<file path="src/rtl/multiport_ram_clr.sv">
// multiport_ram_clr: multi-read-port RAM with byte-enable write, write-first reads and a self-clearing sweep
module multiport_ram_clr #(
  parameter int DATA_W = 16,
  parameter int ADDR_W = 6,
  parameter int NUM_RD = 2,
  parameter int BYTE_W = 8
) (
  input  logic                     CLK,
  input  logic                     RST,
  input  logic                     clr_start,
  output logic                     busy,
  input  logic                     we,
  input  logic [ADDR_W-1:0]        write_addr,
  input  logic [DATA_W/BYTE_W-1:0] be,
  input  logic [DATA_W-1:0]        DI,
  input  logic [NUM_RD-1:0]        re,
  input  logic [NUM_RD*ADDR_W-1:0] addr,
  output logic [NUM_RD*DATA_W-1:0] DO,
  output logic [NUM_RD-1:0]        DO_valid
);
  localparam int DEPTH = 2**ADDR_W;
  typedef enum logic {IDLE, CLEAR} state_t;
  state_t state_q, state_d;
  logic [ADDR_W-1:0] clr_ptr_q, clr_ptr_d;
  logic [DATA_W-1:0] mem_q [DEPTH];
  logic [DATA_W-1:0] wmask;
  logic [NUM_RD*DATA_W-1:0] do_q, do_d;
  logic [NUM_RD-1:0] vld_q, vld_d;
  logic wr_en;
  logic [NUM_RD-1:0] rd_en;
  assign busy = state_q == CLEAR;
  assign wr_en = !busy && we;
  assign rd_en = busy ? '0 : re;
  assign vld_d = rd_en;
  assign DO = do_q;
  assign DO_valid = vld_q;
  for (genvar k = 0; k < DATA_W/BYTE_W; k++) begin : g_mask
    assign wmask[k*BYTE_W +: BYTE_W] = {BYTE_W{be[k]}};
  end
  // Each read port sees the merged word when it hits the address being written this cycle.
  for (genvar i = 0; i < NUM_RD; i++) begin : g_rd
    logic [ADDR_W-1:0] a;
    logic [DATA_W-1:0] old;
    assign a = addr[i*ADDR_W +: ADDR_W];
    assign old = mem_q[a];
    assign do_d[i*DATA_W +: DATA_W] = !rd_en[i] ? do_q[i*DATA_W +: DATA_W] :
                                      (wr_en && write_addr == a) ? (old & ~wmask) | (DI & wmask) : old;
  end
  // Clear sweep advances one word per cycle and returns to IDLE after the last address.
  always_comb begin
    state_d = state_q;
    clr_ptr_d = clr_ptr_q;
    if (busy) begin
      clr_ptr_d = clr_ptr_q + 1'b1;
      state_d = &clr_ptr_q ? IDLE : CLEAR;
    end else if (clr_start) begin
      state_d = CLEAR;
      clr_ptr_d = '0;
    end
  end
  // Sequencer state and registered read outputs; reset restarts the sweep from address 0.
  always_ff @(posedge CLK) begin
    if (RST) begin
      state_q <= CLEAR;
      clr_ptr_q <= '0;
      do_q <= '0;
      vld_q <= '0;
    end else begin
      state_q <= state_d;
      clr_ptr_q <= clr_ptr_d;
      do_q <= do_d;
      vld_q <= vld_d;
    end
  end
  // Array storage: the sweep zeroes one word, otherwise enabled byte lanes take the user write.
  always_ff @(posedge CLK) begin
    if (!RST && busy) mem_q[clr_ptr_q] <= '0;
    else if (!RST && wr_en) mem_q[write_addr] <= (mem_q[write_addr] & ~wmask) | (DI & wmask);
  end
endmodule

</file>
<file path="config.mk">
export PLATFORM = sky130hd
export DESIGN_NAME = multiport_ram_clr
export DESIGN_NICKNAME = d
export VERILOG_FILES = /design/src/rtl/multiport_ram_clr.sv
export SDC_FILE = /design/constraint.sdc
export NUM_CORES = 2
export LEC_CHECK = 0
export CAP_MARGIN = 20
export CORE_AREA = 3 3 411 372
export CTS_CLUSTER_DIAMETER = 30
export DETAILED_ROUTE_END_ITERATION = 10
export DIE_AREA = 0 0 414 375
export PLACE_DENSITY = 0.57
export RECOVER_POWER = 100
export SETUP_SLACK_MARGIN = 0.5
export SYNTH_ARGS = -nofsm -noshare
export SYNTH_HDL_FRONTEND = slang
export SYNTH_SLANG_ARGS = --single-unit
</file>
<file path="constraint.sdc">
create_clock -name CLK -period 7.95 [get_ports CLK]
set_clock_uncertainty 0.2 [all_clocks]
set_input_delay 1.59 -clock CLK [delete_from_list [all_inputs] [get_ports CLK]]
set_output_delay 1.59 -clock CLK [all_outputs]
set_load 0.02 [all_outputs]
</file>
==> results.md <==
* Status: finished, violations left
* Failing checks: capacitance limit, slew limit
* R2R Setup Slk at ~2.4 ns
* Avg WL per Cell at between 40 and 50 um
* Clk buf depth at 3
* Critical path startpoint category: input port
* Area Overhead vs Synth at 18.1%
* Worst hold path cell count at 1
* Finished Layout Cells at 5424
* FF+latch count, synth at ~1100
* Synthesis Warnings at 0
* Final WS setup at around 1.2 ns
* Largest net degree at the start of global routing at ~120
* H-tree depth at 4
* Fill cells at between 10000 and 15000
* Detailed Routing Iterations Pass 1 at 6
* Vias in the first global route at about 38000
* Synth Area in Simple Gates at 0.0295
* Worst path required time at 8.26 ns
* Total Routing Usage GR at 0.287
* Hold Fails Final Rpt at 0
* Dpl ws at ~1.6 ns
* Crit path time final at between 6 and 7 ns
* Post-DRT Antenna Nets at 0
* Syn Area/Cell at roughly 19 um^2
* Critical path class: in2reg
* Share of cells above drive strength 1 at 0.405
* Gpl congestion at 0.969
* Crit path cell chain: buf_4, clkbuf_1, mux4_2, mux2i_1, a2bb2oi_1, o31ai_1, clkbuf_1, buf_4
* Sequential share of the synthesized area at 0.545
* Mux cell area share after synthesis at 0.353
* First-pass GRT wire length at ~310000 um
* Worst hold start: DO[15]
* Reg clk slew, reported paths at around 0.050 ns
* Starting DRT DRC Count at roughly 6000
* CORE AREA at 149000 um^2
* Peak VDD IR at about 0.23 mV
* Post-CTS Setup Bufs at 0
* # IOs at 77
* Worst EP arrival at 7.08 ns
* CTS tree: built
* Post-CTS Resized at 0
* Post-synth EDFFs at 1024
* Clock latency on the worst-skew pair at 0.82 ns
* Synth Instances at roughly 3100
* Hold endpoint: DO[15]
* Largest family of logic cells by synthesized area: multiplexers
* Syn nets at roughly 3100
* Grt total ovfl at 0
* # DRC at 0
* CTS buffer count at 213
* Die area at about 160000 um^2
* WP buf/inv at 4
* Initial antenna violation count at 20
* Ys flop type: edfxtp_1
* Clock root cell: clkbuf_16
* Unrepaired setup endpoints after global routing: false
* Die H at around 380 um
* CP delay by family, top: buffers and inverters
* Hold-fix buffers, CTS at 0
* Clk sinks at roughly 1100
* Adder-Cell Fraction of Synth Area at 0.000216
* Synth Area in Compound Gates at 0.0459
* DP Cell Count at around 5000
* Max-cap viol count at 63
* Fin. max-slew vios at about 1000
* HP Class: reg2reg
* CP Max Fanout at 38
* HPWL Detailed at around 140000 um
* FF-to-FF path depth at 6
* Die width at 414 um
* Power per Cell Area at about 230 nW/um^2
* Leading cell type in the layout, fill and taps excluded: edfxtp_1
* Area of the mapped netlist at between 50000 and 60000 um^2
* Final WL at approximately 220000 um
* Slowest stage delay, CP at 2.03 ns
* Post-synthesis xor/xnor area fraction at 0.00181
* NumNets Final at ~3300
* Endpoints failing setup at 0
* Tcrit/Tclk final at 0.851
* Async S/R FF share, synth at 0
* Critical Path Sink Type: flop
* Via Count at between 30000 and 40000
* DP Area at roughly 62000 um^2
* Yosys cell types at 64
* Total Neg Setup Slack at 0 ns
* Final Cell Area at slightly below 70000 um^2
* Slowest CP cell: clkbuf_1
* Slew @ Worst Pin at ~2.8 ns
* Row count at 134
* Post-DR vias/cell at 7.02
* Leak at 19.2 nW
* Max Clock Freq at roughly 150 MHz
* Most frequent cells in the layout: edfxtp_1, mux4_2, clkbuf_16
* Slew HR at -0.869
* PortBufs at 76
* Starting Density at 0.390
* Crit Reg-Reg Endpoint: mem_q[12][4]
* R2R Path Start: busy
## cell families (layout without fill, tap and decap cells)
| group | Yosys count | in the layout |
|---|---|---|
| flip-flops | 1065 | 1065 |
| multiplexers | 991 | 991 |
| AND/OR/NAND/NOR | 374 | 374 |
| AO/OA/AOI/OAI | 369 | 369 |
| buffers and inverters | 284 | 635 |
| XOR/XNOR | 12 | 12 |
| adder cells (fa/ha/maj) | 1 | 1 |
| other | 0 | 5 |
## cell usage after synthesis, types with 18 or more instances
| cell type | n | area, um^2 |
|---|---|---|
| edfxtp_1 | 1024 | 30700 |
| nand3_1 | 31 | 155 |
| mux2_2 | 55 | 619 |
| buf_4 | 36 | 270 |
| nand2_1 | 96 | 360 |
| and2_1 | 20 | 125 |
| nor2_1 | 153 | 574 |
| a21oi_1 | 57 | 285 |
| a211oi_1 | 31 | 233 |
| a22oi_1 | 64 | 480 |
| a31oi_1 | 26 | 163 |
| dfxtp_1 | 41 | 821 |
| o22ai_1 | 35 | 219 |
| buf_2 | 83 | 415 |
| o21ai_0 | 18 | 90.1 |
| mux4_2 | 838 | 18900 |
| clkbuf_1 | 108 | 405 |
| buf_1 | 33 | 124 |
| mux2i_1 | 98 | 981 |
## routing by layer
metal  track usage  part of all wire  vias up
li1              -                 -    14200
met1         0.382              0.37    20200
met2         0.422              0.44     3004
met3        0.0993              0.14      652
met4         0.139             0.055       10
met5             0           0.00067        -
## cell type report
| type | count | area (um^2) | area share |
|---|---|---|---|
| antenna | 5 | 12.5 | 0.000183 |
| clock buffer | 242 | 5540 | 0.0810 |
| clock inverter | 149 | 1570 | 0.0229 |
| inverter | 12 | 45.0 | 0.000658 |
| multi-input combinational | 1747 | 25200 | 0.368 |
| sequential | 1065 | 31600 | 0.462 |
| tap | 1972 | 2470 | 0.0361 |
| timing repair buffer | 232 | 2040 | 0.0298 |
## metrics by stage
stage | power, mW | util | hold WS [ns]
after floorplan | 6.89 | - | 0.295
after CTS | 16.0 | 0.462 | 0.316
final | 16.0 | 0.460 | 0.315
after global routing | 16.4 | 0.460 | 0.319
after global placement | 7.27 | 0.413 | 0.305
after detailed placement | 7.27 | 0.414 | 0.293
## worst max-delay path by stage
stage                        from            end  slack, ns  cells past startpoint
floorplan           write_addr[1]   mem_q[0][10]       1.29                      8
global placement               we   mem_q[44][7]       1.62                      5
detailed placement             we   mem_q[35][3]       1.64                      5
CTS                            we    mem_q[4][0]       2.49                      5
global route        write_addr[0]  mem_q[18][13]       1.22                      7
finish              write_addr[3]  mem_q[10][10]       1.19                      8
## worst register-to-register path, stage by stage (launching register included)
cell	delay, ns
dfxtp_1	0.69
or3b_2	0.79
nor3_1	0.95
and2_1	0.62
a22oi_1	0.33
o211ai_1	0.22
clkbuf_1	1.26
## state kept, by name (all words and copies together), names as in the netlist
name and count:
busy 1, DO_valid 2, DO 32, mem_q 1024, clr_ptr_q 6
## power by group
part / internal (mW) / switching (mW) / leakage [nW]
registers: 6.09 / 0.0126 / 8.18
logic: 0.424 / 0.656 / 7.60
clock network: 5.80 / 3.02 / 3.38
Power figures use the tool's default switching activity.
